`src/rtl/set_pkg.sv`:
```
// set_pkg: shared types and constants for the SET host (mode encodings, FSM states, field layout).
package set_pkg;

    localparam int GRID       = 8;
    localparam int PROC_CYC_A = 64;
    localparam int PROC_CYC_2 = 128;
    localparam int PROC_CYC_3 = 192;

    localparam int XA_OFF = 20;
    localparam int YA_OFF = 16;
    localparam int XB_OFF = 12;
    localparam int YB_OFF = 8;
    localparam int XC_OFF = 4;
    localparam int YC_OFF = 0;
    localparam int RA_OFF = 8;
    localparam int RB_OFF = 4;
    localparam int RC_OFF = 0;

    typedef enum logic [1:0] {MODE_A, MODE_AND, MODE_XOR, MODE_ODD} mode_e;
    typedef enum logic [1:0] {INIT, IDLE, LAUNCH, WAIT} state_e;

    typedef struct packed {
        logic [23:0] central;
        logic [11:0] radius;
        mode_e       mode;
    } job_t;

    function automatic int proc_cyc(input mode_e m);
        return (m == MODE_A) ? PROC_CYC_A : (m == MODE_ODD) ? PROC_CYC_3 : PROC_CYC_2;
    endfunction

endpackage

```
`src/rtl/set_host_fifo.sv`:
```
// set_host_fifo: synchronous job FIFO; a push on a full FIFO is taken only when a pop frees a slot that cycle.
module set_host_fifo #(
    parameter int DEPTH = 4,
    parameter int W     = 42
) (
    input  logic         clk,
    input  logic         rst,
    input  logic         push_i,
    input  logic         pop_i,
    input  logic [W-1:0] din_i,
    output logic [W-1:0] dout_o,
    output logic         full_o,
    output logic         empty_o
);
    localparam int AW = $clog2(DEPTH);

    logic [W-1:0]  mem_q [DEPTH];
    logic [AW-1:0] wr_q, rd_q;
    logic [AW:0]   cnt_q;
    logic          do_push, do_pop;

    assign full_o  = cnt_q == (AW+1)'(DEPTH);
    assign empty_o = cnt_q == '0;
    assign do_pop  = pop_i && !empty_o;
    assign do_push = push_i && (!full_o || do_pop);
    assign dout_o  = mem_q[rd_q];

    always_ff @(posedge clk or negedge rst) begin
        if (!rst) begin
            wr_q  <= '0;
            rd_q  <= '0;
            cnt_q <= '0;
        end else begin
            if (do_push) wr_q <= wr_q + AW'(1);
            if (do_pop) rd_q <= rd_q + AW'(1);
            cnt_q <= cnt_q + (AW+1)'(do_push) - (AW+1)'(do_pop);
        end
    end

    always_ff @(posedge clk) begin
        if (do_push) mem_q[wr_q] <= din_i;
    end

endmodule

```
`src/rtl/set_host.sv`:
```
// set_host: queues jobs and runs them one at a time on SET, returning tagged results.
// Define SET_HOST_TIMEOUT_EN to bound WAIT by TIMEOUT cycles and report res_err.
module set_host
    import set_pkg::*;
#(
    parameter int DEPTH = 4,
    parameter int TAG_W = 4
`ifdef SET_HOST_TIMEOUT_EN
    ,
    parameter int TIMEOUT = 256
`endif
) (
    input  logic             clk,
    input  logic             rst,
    input  logic             job_valid,
    output logic             job_ready,
    input  logic [23:0]      job_central,
    input  logic [11:0]      job_radius,
    input  logic [1:0]       job_mode,
    input  logic [TAG_W-1:0] job_tag,
    output logic             set_en,
    output logic [23:0]      set_central,
    output logic [11:0]      set_radius,
    output logic [1:0]       set_mode,
    input  logic             set_valid,
    input  logic [7:0]       set_candidate,
    output logic             res_valid,
    input  logic             res_ready,
    output logic [7:0]       res_candidate,
    output logic [TAG_W-1:0] res_tag,
    output logic             res_err
);
    localparam int FW = $bits(job_t) + TAG_W;

    job_t             job_in, job_out;
    logic [TAG_W-1:0] tag_out;
    logic [FW-1:0]    fifo_dout;
    logic             fifo_full, fifo_empty, fifo_pop;

    state_e           state_q;
    logic             init_q;
    logic             set_en_q;
    logic [23:0]      set_central_q;
    logic [11:0]      set_radius_q;
    mode_e            set_mode_q;
    logic [TAG_W-1:0] tag_q;
    logic             res_valid_q;
    logic [7:0]       res_cand_q;
    logic [TAG_W-1:0] res_tag_q;
`ifdef SET_HOST_TIMEOUT_EN
    localparam logic [8:0] TO_LAST = 9'(TIMEOUT - 1);
    logic [8:0] wcnt_q;
    logic       res_err_q;
    assign res_err = res_err_q;
`else
    assign res_err = 1'b0;
`endif

    assign job_in    = '{central: job_central, radius: job_radius, mode: mode_e'(job_mode)};
    assign {job_out, tag_out} = fifo_dout;
    assign job_ready = !fifo_full;
    // Holding off while a result is unread guarantees a capture never overwrites it.
    assign fifo_pop  = (state_q == IDLE) && !fifo_empty && !res_valid_q;

    set_host_fifo #(.DEPTH(DEPTH), .W(FW)) u_fifo (
        .clk     (clk),
        .rst     (rst),
        .push_i  (job_valid && !fifo_full),
        .pop_i   (fifo_pop),
        .din_i   ({job_in, job_tag}),
        .dout_o  (fifo_dout),
        .full_o  (fifo_full),
        .empty_o (fifo_empty)
    );

    always_ff @(posedge clk or negedge rst) begin
        if (!rst) begin
            state_q       <= INIT;
            init_q        <= 1'b0;
            set_en_q      <= 1'b1;
            set_central_q <= '0;
            set_radius_q  <= '0;
            set_mode_q    <= MODE_A;
            tag_q         <= '0;
            res_valid_q   <= 1'b0;
            res_cand_q    <= '0;
            res_tag_q     <= '0;
`ifdef SET_HOST_TIMEOUT_EN
            wcnt_q        <= '0;
            res_err_q     <= 1'b0;
`endif
        end else begin
            if (res_valid_q && res_ready) res_valid_q <= 1'b0;
            case (state_q)
                INIT: begin
                    init_q <= 1'b1;
                    if (init_q) state_q <= IDLE;
                end
                IDLE: if (fifo_pop) begin
                    set_central_q <= job_out.central;
                    set_radius_q  <= job_out.radius;
                    set_mode_q    <= job_out.mode;
                    tag_q         <= tag_out;
                    set_en_q      <= 1'b0;
                    state_q       <= LAUNCH;
`ifdef SET_HOST_TIMEOUT_EN
                    wcnt_q        <= '0;
`endif
                end
                LAUNCH: begin
                    set_en_q <= 1'b1;
                    state_q  <= WAIT;
`ifdef SET_HOST_TIMEOUT_EN
                    wcnt_q   <= wcnt_q + 9'd1;
`endif
                end
                WAIT: begin
                    if (set_valid) begin
                        res_valid_q <= 1'b1;
                        res_cand_q  <= set_candidate;
                        res_tag_q   <= tag_q;
                        state_q     <= IDLE;
`ifdef SET_HOST_TIMEOUT_EN
                        res_err_q   <= 1'b0;
                    end else if (wcnt_q == TO_LAST) begin
                        res_valid_q <= 1'b1;
                        res_cand_q  <= '0;
                        res_tag_q   <= tag_q;
                        res_err_q   <= 1'b1;
                        state_q     <= IDLE;
                    end else begin
                        wcnt_q <= wcnt_q + 9'd1;
`endif
                    end
                end
                default: state_q <= INIT;
            endcase
        end
    end

    assign set_en        = set_en_q;
    assign set_central   = set_central_q;
    assign set_radius    = set_radius_q;
    assign set_mode      = set_mode_q;
    assign res_valid     = res_valid_q;
    assign res_candidate = res_cand_q;
    assign res_tag       = res_tag_q;

endmodule

```
`config.mk`:
```
export PLATFORM = sky130hd
export DESIGN_NAME = set_host
export DESIGN_NICKNAME = d
export VERILOG_FILES = /design/src/rtl/set_pkg.sv /design/src/rtl/set_host_fifo.sv /design/src/rtl/set_host.sv
export SDC_FILE = /design/constraint.sdc
export NUM_CORES = 1
export LEC_CHECK = 0
export ABC_AREA = 1
export ABC_CLOCK_PERIOD_IN_PS = 4850
export BUFFER_PORTS_ARGS = -buffer_cell sky130_fd_sc_hd__buf_2
export CAP_MARGIN = 5
export CORE_UTILIZATION = 35
export DETAILED_ROUTE_END_ITERATION = 12
export PLACE_DENSITY_LB_ADDON = 0.1
export SLEW_MARGIN = 20
export SYNTH_ARGS = -nofsm -noshare
export SYNTH_HDL_FRONTEND = slang
export SYNTH_SLANG_ARGS = --single-unit
```
`constraint.sdc`:
```
create_clock -name clk -period 4.85 [get_ports clk]
set_input_delay 0.2425 -clock clk [delete_from_list [all_inputs] [get_ports clk]]
set_output_delay 0.2425 -clock clk [all_outputs]
set_load 0.01 [all_outputs]
```
Word level (Yosys, flattened, before mapping). Memories as Yosys holds them, arrays and structs flattened. A register that Yosys moved wholly into a read port is not among the register bits. Index checks and enable logic that the tools add are counted.

Multiplexer cells: 11. Add/sub/neg operators: 4. Equality and inequality tests: 7. Reduce and logical (&&, ||, !) cells: 18.

Operators by type and width (number): one-hot mux 2 bit (4 select lines) (1); logical AND 1 bit (6); 2-to-1 mux 1 bit (6); 2-to-1 mux 2 bit (3); AND reduction 2 bit (3); adder 2 x 1 -> 2 bit (second input constant) (2); == test 2 bit (second input constant) (2); zero test 1 bit (4); != test 2 bit (second input constant) (2); adder 3 x 1 -> 3 bit (1); == test 3 bit (second input constant) (1); zero test 3 bit (1); AND reduction 3 bit (1); subtractor 3 x 1 -> 3 bit (1); == test 2 x 1 -> 1 bit (second input constant) (1); zero test 2 bit (1); != test 2 x 1 -> 1 bit (second input constant) (1); one-hot mux 1 bit (2 select lines) (1); nonzero test 2 bit (1); logical OR 1 bit (1).

Word-level logic and storage cells: 50. Input port bits: 55. Memory bits (writable): 168. Flip-flop bits (word level): 24. Memories kept: 1. Output and inout bits: 54.

Memory list: u_fifo.mem_q (depth 4, bits a word 42, rd ports 1, clocked after memory_dff 1, write ports 1, RTL line set_host_fifo.sv:17) `logic [W-1:0] mem_q [DEPTH];`.

Longest topological paths before layout.
Depth after elaboration: 9. Mapped depth: 13.

Cells and area by module. Synthesis repeated with hierarchy kept, for this count alone.

Cell total of the unflattened synthesis: 769. Area total of the unflattened synthesis: 9196.3 µm².

By module, submodules not included: set_host_fifo (times used 1, cells each 503, area each 6816.5 µm²); set_host (times used 1, cells each 266, area each 2379.8 µm²).

Worst setup path after synthesis. Ideal clock, no wire load.

Path kind: register -> register. Start: register u_fifo.cnt_q[1]. End: memory u_fifo.mem_q[0][0], enable pin. Arrival time: 2500 ps. Slack: 1908 ps. Path buffers: 0. Required time: 4408 ps. Stages on the path, launching flop included: 5. Cells stage by stage: dfrtp_1 -> nor2_1 -> nand2_1 -> nand2_1 -> nor2_1.

RTL lines: start: declaration (RTL line set_host_fifo.sv:19) `logic [AW:0] cnt_q;`; start signal: assignment (RTL line set_host_fifo.sv:36) `cnt_q <= cnt_q + (AW+1)'(do_push) - (AW+1)'(do_pop);`; == test 3 bit (*) (RTL line set_host_fifo.sv:22) `assign full_o = cnt_q == (AW+1)'(DEPTH);`; zero test 1 bit (*); named net job_ready (RTL line set_host.sv:16) `output logic job_ready,`; logical AND 1 bit / logical OR 1 bit (equally long branches) (RTL line set_host.sv:68, set_host_fifo.sv:25); logical AND 1 bit (*) (RTL line set_host_fifo.sv:25) `assign do_push = push_i && (!full_o || do_pop);`; 2-to-1 mux 1 bit (*) (RTL line set_host_fifo.sv:41) `if (do_push) mem_q[wr_q] <= din_i;`; 2-to-1 mux 1 bit (not written as such) (*) (RTL line set_host_fifo.sv:41); end: declaration (RTL line set_host_fifo.sv:17).

The timed path passes the listed nets; every way through them passes the cells marked *.

Final worst setup path.
Start: register state_q[1]. End: register u_fifo.cnt_q[2].

Longest elaborated chain between the ends: 8.

Ends and longest elaborated chain: start: declaration (RTL line set_host.sv:40) `state_e state_q;`; start signal: assignment (RTL line set_host.sv:78) `state_q <= INIT;`; start signal: assignment (RTL line set_host.sv:97) `if (init_q) state_q <= IDLE;`; start signal: assignment (RTL line set_host.sv:105) `state_q <= LAUNCH;`; == test 2 x 1 -> 1 bit (*) (RTL line set_host.sv:63) `assign fifo_pop = (state_q == IDLE) && !fifo_empty && !res_valid_q;`; logical AND 1 bit (*) (2 in a row) (RTL line set_host.sv:63); logical AND 1 bit (*) (RTL line set_host_fifo.sv:24) `assign do_pop = pop_i && !empty_o;`; logical OR 1 bit (RTL line set_host_fifo.sv:25); logical AND 1 bit (RTL line set_host_fifo.sv:25); adder 3 x 1 -> 3 bit (RTL line set_host_fifo.sv:36); subtractor 3 x 1 -> 3 bit (*) (RTL line set_host_fifo.sv:36).

Every way passes the cells marked *; elsewhere a longest branch is shown, timed or not. A chain may end at the register's enable or synchronous reset.

==> flow_metrics.env <==
export IMPL_drtIter0Drc=351
export IMPL_cp_end_kind="flip-flop"
export IMPL_num_antenna_cells=0
export IMPL_fp_coreArea_mm2=0.0263
export IMPL_worstMarginPinSlew_ns=1.04
export IMPL_worst_slack_ns=2.02
export IMPL_nets=999
export IMPL_grt_use_total_pct=14.7
export IMPL_hpwlAfterDp_um=11100
export IMPL_layout_commonest_cell="nand2_1"
export IMPL_area_growth_pct=23.2
export IMPL_holdCritStartpoint="set_valid"
export IMPL_wl_per_cell_um=15.5
export IMPL_route_detailed_drc=8
export IMPL_chipWidth_um=166
export IMPL_netlist_cell_type_count=24
export IMPL_pre_cts_ws_ns=1.98
export IMPL_setup_tns_final_ns=0
export IMPL_port_buffers=107
export IMPL_synth_top_area_share_pct=53.5
export IMPL_overflow=0
export IMPL_yosys_top_cells_area="edfxtp_1 53%, dfrtp_1 17%, nand2_1 9.0%"
export IMPL_antenna_found_initial=0
export IMPL_cts_tree="yes"
export IMPL_cts_repair_resized=0
export IMPL_cap_violations=0
export IMPL_yosys_area_top_type="edfxtp_1"
export IMPL_grt_pass1_vias=5769
export IMPL_cp_slowest_cell="inv_2"
export IMPL_slowest_delay_ns=0.68
export IMPL_grt_pass1_wl_um=32100
export IMPL_fin_crit_ns=2.83
export IMPL_setup_viol=0
export IMPL_worstPathRequired_ns=5.25
export IMPL_drt_pass1_iterations=8
export IMPL_htreeDepth=1
export IMPL_die_area_mm2=0.0276
export IMPL_regToRegSetupSlack_ns=2.02
export IMPL_grt_max_degree=71
export IMPL_hold_path_endpoint="state_q[1]"
export IMPL_r2r_cells=12
export IMPL_ff_latch_area_mm2=0.00671
export IMPL_power_mw=7.25
export IMPL_violations="design-rule violations"
export IMPL_cp_max_fo=44
export IMPL_multi_input_area_mm2=0.00227
export IMPL_ys_seq_area_share_pct=71.0
export IMPL_drv_slew=0
export IMPL_syn_num_nets=842
export IMPL_final_util_pct=44.2
export IMPL_final_cell_mix="226 x nand2_1, 168 x edfxtp_1, 106 x buf_2"
export IMPL_reg2reg_to="u_fifo.cnt_q[2]"
export IMPL_irDropWorstVdd_mv=0.250
export IMPL_critical_path_class="flip-flop to flip-flop"
export IMPL_fillers=2456
export IMPL_arrival_ns=3.23
export IMPL_place_congestion=0.716
export IMPL_die_y_um=166
export IMPL_design_area_mm2=0.0116
export IMPL_ios=109
export IMPL_critPathBufInv=5
export IMPL_ys_ff_latch=234
export IMPL_num_rows=59
export IMPL_status="finished, violations left"
export IMPL_cts_setup_buffers=0
export IMPL_num_vias=5765
export IMPL_cp_start_kind="flip-flop"
export IMPL_post_dp_cell_area_mm2=0.0102
export IMPL_avgSynthCellArea_um2=12.2
export IMPL_vias_per_cell=4.48
export IMPL_netlist_area_mm2=0.00943
export IMPL_dpl_cell_count=1186
export IMPL_numClockSinks=234
export IMPL_rsz0062_at_grt="no"
export IMPL_hold_path_depth=7
export IMPL_crit_start="state_q[1]"
export IMPL_ant_nets=0
export IMPL_hold_class="input pin to flip-flop"
export IMPL_cts_path_max_buffers=3
export IMPL_timing_rr_start="state_q[1]"
export IMPL_clockRootBuffer="clkbuf_16"
export IMPL_critPathTopFamily="adder cells"
export IMPL_start_util_pct=35.9
export IMPL_clkTransAtPathRegs_ns=0.06
export IMPL_ys_warn_count=0
export IMPL_relSlewSlack_pct=30.6
export IMPL_fmax_mhz=353
export IMPL_routed_wl_um=19900
export IMPL_hold_viol=0
export IMPL_crit_cells=12
export IMPL_cts_made_buffers=27
export IMPL_leakage_nw=4.93
export IMPL_finalNonFillerCells=1287
export IMPL_power_density_mw_per_mm2=624
export IMPL_cp_cell_sequence="inv_1 -> ha_1 -> inv_2 -> nor2_1 -> nand2_2 -> inv_2 -> ha_1 -> inv_1 -> ha_1 -> inv_1 -> fa_1 -> xnor2_1"
export IMPL_insertion_delay_ns=0.52
export IMPL_period_share_pct=58.4
export IMPL_whs_ns=0.225
export IMPL_skew_ns=0.00457
export IMPL_drive_above_1_share_pct=22.1
export IMPL_netlist_instances=775
## area by class of cell
cell class	instances	share of cell area (%)
clock buffers	36	6.54
clock inverters	13	0.775
inverters	64	2.07
multi-input cells	439	19.6
flip-flops and latches	234	57.7
well taps	335	3.61
repair buffers	166	9.74
## Yosys cell counts (all sizes together)
library cell  instances
o21ai                46
dfstp                 1
ha                   11
or2                   1
nor2                 90
dfrtp                65
buf                  35
inv                  64
nand2               227
clkbuf                3
mux2                 12
o211ai               42
conb                  1
nand3b                1
xnor2                 2
edfxtp              168
xor2                  2
fa                    1
nand3                 3
## how the worst max path moves through the flow
stage	to	slack [ns]
5_1_grt	u_fifo.cnt_q[2]	1.71
4_1_cts	u_fifo.cnt_q[2]	1.97
3_3_place_gp	u_fifo.cnt_q[2]	2.03
2_1_floorplan	u_fifo.mem_q[0][0]	1.91
3_5_place_dp	u_fifo.cnt_q[2]	1.98
6_report	u_fifo.cnt_q[2]	2.02
## where the power goes
part / internal, mW / leakage (nW) / switching, mW / total (mW)
combinational: 0.809 / 2.17 / 1.42 / 2.23
sequential: 2.75 / 2.34 / 0.352 / 3.10
clock: 1.15 / 0.426 / 0.773 / 1.92
total: 4.70 / 4.93 / 2.55 / 7.25
## logic make-up (layout without fill, tap and decap cells)
kind of cell             Yosys count  count (layout)  synth area share [%]
AND/OR/NAND/NOR                  322             322                  12.9
flip-flops                       234             234                  71.0
buffers and inverters            102             279                  5.23
AO/OA/AOI/OAI                     88              88                  7.32
adder cells (fa/ha/maj)           12              12                  1.67
multiplexers                      12              12                  1.43
XOR/XNOR                           4               4                 0.371
other                              1               1                0.0397
## layer usage
layer	routed length (um)	track usage, %	vias up	share of wire, %
li1	-	-	2895	-
met1	9580	20.2	2727	48
met2	9160	24.1	120	46
met3	867	2.50	23	4.4
met4	296	3.94	0	1.5
met5	0	0	-	0
## flip-flops by register name, indices dropped and copies added, names as in the netlist
signal	cells
set_central	24
u_fifo.wr_q	2
u_fifo.mem_q	168
res_valid	1
init_q	1
state_q	2
set_radius	12
set_en	1
set_mode	2
res_candidate	8
tag_q	4
u_fifo.cnt_q	3
u_fifo.rd_q	2
res_tag	4
## worst register-to-register path, delay by kind of cell, from the launching register on
family                     cells  cell delay [ns]
xor gates and xnor gates       1             0.14
adders and majority gates      4             1.06
buffers and inverters          5             0.94
and+or+nand+nor                2             0.19
DFF                            1             0.41
## repair_timing
item,in CTS,in global routing
setup endpoints to repair,0,0
endpoints found under the hold margin,242,0
hold buffers,52,0
No activity file was read; power rests on OpenSTA's default activity.
